## src/rtl/pmc_pkg.sv

```systemverilog
// Shared sizing and control-decode types for the pixel-matrix column model.
// Geometry defaults here are also used by the matrix controller for din/dout sizing.
package pmc_pkg;

    localparam int PM_ROWS      = 16;
    localparam int PM_CNT_WIDTH = 16;

    // Decoded per-cycle actions broadcast from the column to every pixel.
    typedef struct packed {
        logic shift_a;
        logic shift_b;
        logic load;
        logic count;
    } pm_ctrl_t;

endpackage

```

## src/rtl/pm_pixel.sv

```systemverilog
// One pixel: hit counter plus its slices of readout chain A and config chain B.
// Counter overflow wraps unless PM_COLUMN_CNT_SATURATE_EN is defined (then it saturates).
module pm_pixel
    import pmc_pkg::*;
#(
    parameter int CNT_WIDTH = PM_CNT_WIDTH
) (
    input  logic                 clk,
    input  logic                 rst,
    input  pm_ctrl_t             ctrl,
    input  logic                 in_a,
    input  logic                 in_b,
    output logic                 out_a,
    output logic                 out_b,
    output logic [CNT_WIDTH-1:0] cfg_slice
);

    logic [CNT_WIDTH-1:0] cnt;
    logic [CNT_WIDTH-1:0] a_q;
    logic [CNT_WIDTH-1:0] b_q;

    always_ff @(posedge clk) begin
        if (rst) begin
            cnt <= '0;
            a_q <= '0;
            b_q <= '0;
        end else begin
            // Load and shift_a are exclusive by decode; a hit coincident with a load opens the new period.
            if (ctrl.load) begin
                a_q <= cnt;
                cnt <= ctrl.count ? CNT_WIDTH'(1) : '0;
            end else begin
                if (ctrl.shift_a)
                    a_q <= {a_q[CNT_WIDTH-2:0], in_a};
                if (ctrl.count) begin
`ifdef PM_COLUMN_CNT_SATURATE_EN
                    if (!(&cnt))
                        cnt <= cnt + 1'b1;
`else
                    cnt <= cnt + 1'b1;
`endif
                end
            end
            if (ctrl.shift_b)
                b_q <= {b_q[CNT_WIDTH-2:0], in_b};
        end
    end

    assign out_a     = a_q[CNT_WIDTH-1];
    assign out_b     = b_q[CNT_WIDTH-1];
    assign cfg_slice = b_q;

endmodule

```

## src/rtl/pm_column.sv

```systemverilog
// Pixel-matrix column stand-in: edge-detects the controller lines and drives ROWS pixels.
// Build option PM_COLUMN_CNT_SATURATE_EN selects saturating rather than wrapping counters.
module pm_column
    import pmc_pkg::*;
#(
    parameter int ROWS      = PM_ROWS,
    parameter int CNT_WIDTH = PM_CNT_WIDTH
) (
    input  logic                      clk,
    input  logic                      rst,
    input  logic                      din,
    input  logic                      clk_sh,
    input  logic                      sh_a,
    input  logic                      sh_b,
    input  logic                      store,
    input  logic                      strobe,
    input  logic                      gate,
    output logic                      dout_a,
    output logic                      dout_b,
    output logic [ROWS*CNT_WIDTH-1:0] cfg
);

    logic clk_sh_prev;
    logic store_prev;
    logic strobe_prev;
    logic clk_sh_rise;
    logic store_rise;
    logic strobe_rise;
    pm_ctrl_t ctrl;

    // Previous values reset high so a level already asserted at reset release is not an edge.
    always_ff @(posedge clk) begin
        if (rst) begin
            clk_sh_prev <= 1'b1;
            store_prev  <= 1'b1;
            strobe_prev <= 1'b1;
        end else begin
            clk_sh_prev <= clk_sh;
            store_prev  <= store;
            strobe_prev <= strobe;
        end
    end

    assign clk_sh_rise = clk_sh & ~clk_sh_prev;
    assign store_rise  = store  & ~store_prev;
    assign strobe_rise = strobe & ~strobe_prev;

    // Shifting chain A wins: a store while sh_a is high neither loads nor clears.
    assign ctrl.shift_a = clk_sh_rise & sh_a;
    assign ctrl.shift_b = clk_sh_rise & sh_b;
    assign ctrl.load    = store_rise & ~sh_a;
    assign ctrl.count   = strobe_rise & gate;

    logic [ROWS:0] link_a;
    logic [ROWS:0] link_b;

    assign link_a[0] = din;
    assign link_b[0] = din;

    for (genvar r = 0; r < ROWS; r++) begin : g_pixel
        pm_pixel #(
            .CNT_WIDTH (CNT_WIDTH)
        ) u_pixel (
            .clk       (clk),
            .rst       (rst),
            .ctrl      (ctrl),
            .in_a      (link_a[r]),
            .in_b      (link_b[r]),
            .out_a     (link_a[r+1]),
            .out_b     (link_b[r+1]),
            .cfg_slice (cfg[r*CNT_WIDTH +: CNT_WIDTH])
        );
    end

    assign dout_a = link_a[ROWS];
    assign dout_b = link_b[ROWS];

endmodule
```

## config.mk

```make
export PLATFORM = sky130hd
export DESIGN_NAME = pm_column
export DESIGN_NICKNAME = d
export VERILOG_FILES = /design/src/rtl/pmc_pkg.sv /design/src/rtl/pm_pixel.sv /design/src/rtl/pm_column.sv
export SDC_FILE = /design/constraint.sdc
export NUM_CORES = 2
export LEC_CHECK = 0
export BUFFER_PORTS_ARGS = -buffer_cell sky130_fd_sc_hd__buf_2
export CORE_MARGIN = 2
export CORE_UTILIZATION = 60
export DETAILED_ROUTE_END_ITERATION = 16
export GPL_ROUTABILITY_DRIVEN = 0
export HOLD_SLACK_MARGIN = 0.06
export PLACE_DENSITY_LB_ADDON = 0.25
export SYNTH_ARGS = -nofsm -noshare
export SYNTH_HDL_FRONTEND = slang
export SYNTH_SLANG_ARGS = --single-unit
```

## constraint.sdc

```tcl
create_clock -name clk -period 2.26 [get_ports clk]
set_input_delay 0.113 -clock clk [delete_from_list [all_inputs] [get_ports clk]]
set_output_delay 0.113 -clock clk [all_outputs]
set_load 0.005 [all_outputs]
```

## Word level (Yosys, flattened, before mapping)

Index checks and enable logic that the tools add are counted.

- Shift operators: 0
- $lt $le $gt $ge: 0
- Reduce and logical (&&, ||, !) cells: 2
- Multiply operators: 0
- Divide/modulo/power cells: 0
- Mux-type cells: 65
- Bitwise operators: 11
- $add $sub $neg: 16
- Equal/unequal tests: 0

Operator list:

| operator | count |
|---|---|
| $mux 16 | 64 |
| $add 16x1->16 const B | 16 |
| $and 1x1->1 | 7 |
| $not 1->1 | 4 |
| $reduce_bool 2->1 | 2 |
| $mux 1 | 1 |

- Bits in read-only memories: 0
- Memory bits (writable): 0
- Memories kept: 0
- Flip-flop bits (word level): 771
- Logic and storage cells: 145
- Input port bits: 9
- Output and inout port bits: 258
- Latch bits: 0

## Longest topological paths before layout

- Word-level depth: 5
- Mapped depth: 7
- Depth with buffers taken out: 5

## Modules after synthesis

Synthesis repeated with hierarchy kept, for this count alone.

- Cells, all modules: 3,370
- Area, all modules: 33,547.2 sq um

Modules (own cells, without submodules):

| module | cells each | times used | sequential area each (sq um) | area each (sq um) |
|---|---|---|---|---|
| pm_pixel | 210 | 16 | 960.9 | 2,089.5 |
| pm_column | 10 | 1 | 60.1 | 115.1 |

## Least setup slack after synthesis

OpenSTA, ideal clock, no wires.

- Path kind: reg2reg
- From: register strobe_prev
- To: register g_pixel[1].u_pixel.cnt[15]
- Setup slack: 0.511 ns
- Stages on the path, launching flop included: 6
- Buffers on the path: 1
- Arrival time: 1.679 ns
- Library setup time: 0.070 ns
- Data required time: 2.190 ns
- Period minus slack after synthesis: 1.749 ns
- Path through: dfxtp_1 -> clkbuf_1 -> nand4b_4 -> or4b_4 -> or3_1 -> a21oi_1

- Longest elaborated chain between the ends: 4

Ends and longest elaborated chain:

| item | line | RTL |
|---|---|---|
| start: declaration | pm_column.sv:25 | `logic strobe_prev;` |
| start signal: assignment | pm_column.sv:40 | `strobe_prev <= strobe;` |
| $not 1->1 | pm_column.sv:46 | `assign strobe_rise = strobe & ~strobe_prev;` |
| $and 1x1->1 | pm_column.sv:46 |  |
| $and 1x1->1 | pm_column.sv:52 | `assign ctrl.count = strobe_rise & gate;` |
| $reduce_bool 2->1 (no source line) | n/a |  |
| end signal: assignment | pm_pixel.sv:31 | `cnt <= ctrl.count ? CNT_WIDTH'(1) : '0;` |
| end signal: assignment | pm_pixel.sv:40 | `cnt <= cnt + 1'b1;` |
| end: declaration | pm_pixel.sv:18 | `logic [CNT_WIDTH-1:0] cnt;` |

No other way between the ends.
A chain may end at the register's enable or synchronous reset.

## Worst setup path after layout

- From: register strobe_prev
- To: register g_pixel[10].u_pixel.cnt[15]

- Longest elaborated chain between the ends: 4

Ends and longest elaborated chain:

| item | line |
|---|---|
| $not 1->1 | pm_column.sv:46 |
| $and 1x1->1 | pm_column.sv:46 |
| $and 1x1->1 | pm_column.sv:52 |
| $reduce_bool 2->1 (no source line) | n/a |
| end signal: assignment | pm_pixel.sv:31 |
| end signal: assignment | pm_pixel.sv:40 |
| end: declaration | pm_pixel.sv:18 |

No other way between the ends.

==> impl_metrics.ini <==
[floorplan]
design.die.area_mm2 = 0.05398
rows = 83
core_mm2 = 0.05141
io_pins = 267
die_h_um = 232.3
initial_core_util_pct = 60.85
fp.dieW_um = 232.3

[clocking]
cts_tree = built
cts_root_buf = clkbuf_16
clk_latency_ps = 620
cts_max_level = 3
post_cts_resized = 0
clkTransAtPathRegs_ps = 60
clockBufferDepth = 3
cts_setup_buffers = 0
numCtsBuffers = 77
cts_num_sinks = 771

[synth]
syn_area_mm2 = 0.03128
synth.avg_cell_area_um2 = 7.980
synth_nets = 3945
synth_cell_type_count = 44
ys_seq_elements = 771
yosysWarnings = 0
syn_inst = 3920
synth_ff_type = dfxtp_1
synthArstFlopShare_pct = 0
synth_seq_area_share_pct = 49.34
synth_edf_count = 0

[route]
viasPerCell = 5.675
wl_met1_um = 33850
top_layer = met4
wl_met2_um = 34290
wl_met3_um = 5769
drt_iter0_markers = 1957
routedWlPerCell_um = 15.80
vias = 27202
wl_um = 75730
dr.pass1.iters = 6
drc = 0
antenna_left = 0

[sta]
max_freq_ghz = 0.4781
hold_slack_ps = 79.15
setup_ws_ps = 168.2
hold_viol = 0
slew_viol_final = 0
tightest_slew_ps = 1141
setup_tns_ps = 0
finalCritPeriodShare_pct = 92.56
slew_headroom_pct = 23.88
rsz0062_at_grt = no
min_period_ps = 2092
setup_viol = 0
skew_ps = 21.69

[critical_path]
crit_path_end_kind = flop
crit_fanout = 19
r2r_slack_ps = 170
crit_type = flop to flop
cp.required_ps = 2800
worst_setup_path_start_kind = flop
arrival_ps = 2640

[global_route]
grt_util_all_layers_pct = 27.60
antenna_found_initial = 0
grt_pass1_wl_um = 125400
grt_max_degree = 135
grt_pass1_vias = 25152
grt-ovfl-total = 0

[placed_design]
port_buffers = 266
dp_hpwl_um = 48030
dp_worst_setup_slack_ps = 188.6

[final_layout]
nets = 4076
most-common-layout-cells = nand2_1, dfxtp_1, nor2_1
fillers = 4149
final_util_pct = 69.82
area_delta_synth_final_pct = 14.74
layout_commonest_cell = nand2_1
drive_gt1_share_pct = 12.30
diodes = 0

[power]
combPwrFrac_pct = 3.5
pwr-share-clk_pct = 46.3
internal_power_uw = 21500
seqPwrFrac_pct = 50.2
power_density_mw_per_mm2 = 770.0
p_switching_uw = 6137
ir_worst_vdd_mv = 0.7093
p_total_uw = 27640
power.leakage_uw = 0.01317
swShare_pct = 22.21

[outcome]
outcome = finished clean

[job]
drv_cap = 0

[min_path]
min_path_type = primary input to flop
-- registers in the layout (all words and copies together) (netlist names) --
| name | cells |
|---|---|
| store_prev | 1 |
| g_pixel.u_pixel.cnt | 256 |
| g_pixel.u_pixel.cfg_slice | 256 |
| g_pixel.u_pixel.a_q | 256 |
| strobe_prev | 1 |
| clk_sh_prev | 1 |
-- cell families after synthesis --
group                      count (synthesis)  synth area share, %
xor gates and xnor gates                 149                4.172
and+or+nand+nor                         1960                26.85
DFF                                      771                49.34
adders and majority gates                 16               0.6400
AOI/OAI and AO/OA                        673                13.98
buffers and inverters                    334                4.476
muxes                                     17               0.5440
-- worst max-delay path: stages (launching register included) --
cell,delay [ps]
dfxtp_1,310
buf_4,210
and3b_1,510
nand3_1,300
or4_1,530
a21oi_1,140
-- metal layers --
| layer | global-route usage (%) | up-vias |
|---|---|---|
| met5 | 0 | - |
| met4 | 9.155 | 0 |
| met3 | 7.859 | 124 |
| met2 | 43.61 | 651 |
| met1 | 36.27 | 12782 |
| li1 | - | 13645 |
-- path summary, 6_finish.rpt --
| path | startpoint | cells past startpoint | end |
|---|---|---|---|
| setup reg to reg | strobe_prev$_SDFF_PP1_ | 5 | g_pixel[10].u_pixel.cnt[15]$_SDFFE_PP0P_ |
| setup / recovery | strobe_prev$_SDFF_PP1_ | 5 | g_pixel[10].u_pixel.cnt[15]$_SDFFE_PP0P_ |
| hold reg to reg | g_pixel[2].u_pixel.cfg_slice[8]$_SDFFE_PP0P_ | 2 | g_pixel[2].u_pixel.cfg_slice[9]$_SDFFE_PP0P_ |
| hold / removal | sh_a | 4 | g_pixel[0].u_pixel.a_q[12]$_SDFFE_PP0P_ |
-- metrics by stage --
stage | std cells | instance area (um2)
6_report | 4793 | 35890
5_1_grt | 4793 | 35890
4_1_cts | 4793 | 35890
3_5_place_dp | 4646 | 33300
3_3_place_gp | 4646 | 33300
2_1_floorplan | 3920 | 31280
-- power by group through the flow --
stage	Combinational [uW]	Sequential, uW	Clock (uW)
2_1_floorplan	681	14100	0
3_3_place_gp	945	14200	0
3_5_place_dp	955	14200	0
4_1_cts	967	13900	13000
5_1_grt	1070	13900	13500
6_report	971	13900	12800
-- layout make-up --
type	count	area (um2)	share of cell area (%)
clock inverter	24	224.0	0.6240
tap	680	850.8	2.370
sequential	771	15430	43.00
timing repair buffer	365	2500	6.965
clock buffer	117	2311	6.439
multi-input combinational	2815	14490	40.38
inverter	21	78.83	0.2196
-- synthesized netlist by cell type, types with 4 or more instances --
cell type / n / area (um2)
dfxtp_1: 771 / 15430
nor3_1: 41 / 205.2
nor4_1: 33 / 206.5
and4b_1: 10 / 100.1
or4_1: 22 / 165.2
nand2_1: 1164 / 4369
and2_1: 4 / 25.02
nand4b_1: 6 / 52.55
buf_1: 8 / 30.03
a311oi_1: 256 / 2242
nor2_1: 414 / 1554
clkbuf_1: 231 / 867.1
nand4_1: 64 / 400.4
inv_1: 21 / 78.83
nand3_1: 75 / 375.4
a21oi_1: 343 / 1717
and3_1: 13 / 81.33
buf_4: 19 / 142.6
xor2_1: 48 / 420.4
buf_2: 54 / 270.3
xnor2_1: 101 / 884.6
o31ai_1: 13 / 97.59
mux2i_1: 17 / 170.2
or2_2: 5 / 31.28
or3_1: 77 / 481.7
and4_1: 13 / 113.9
ha_1: 16 / 200.2
o21ai_0: 57 / 285.3
-- what timing repair did --
item / 4_1_cts / 5_1_grt
setup endpoints to repair: 0 / 0
hold endpoints to repair: 54 / 0
hold buffers: 6 / 0
(Power assumes the default switching activity.)
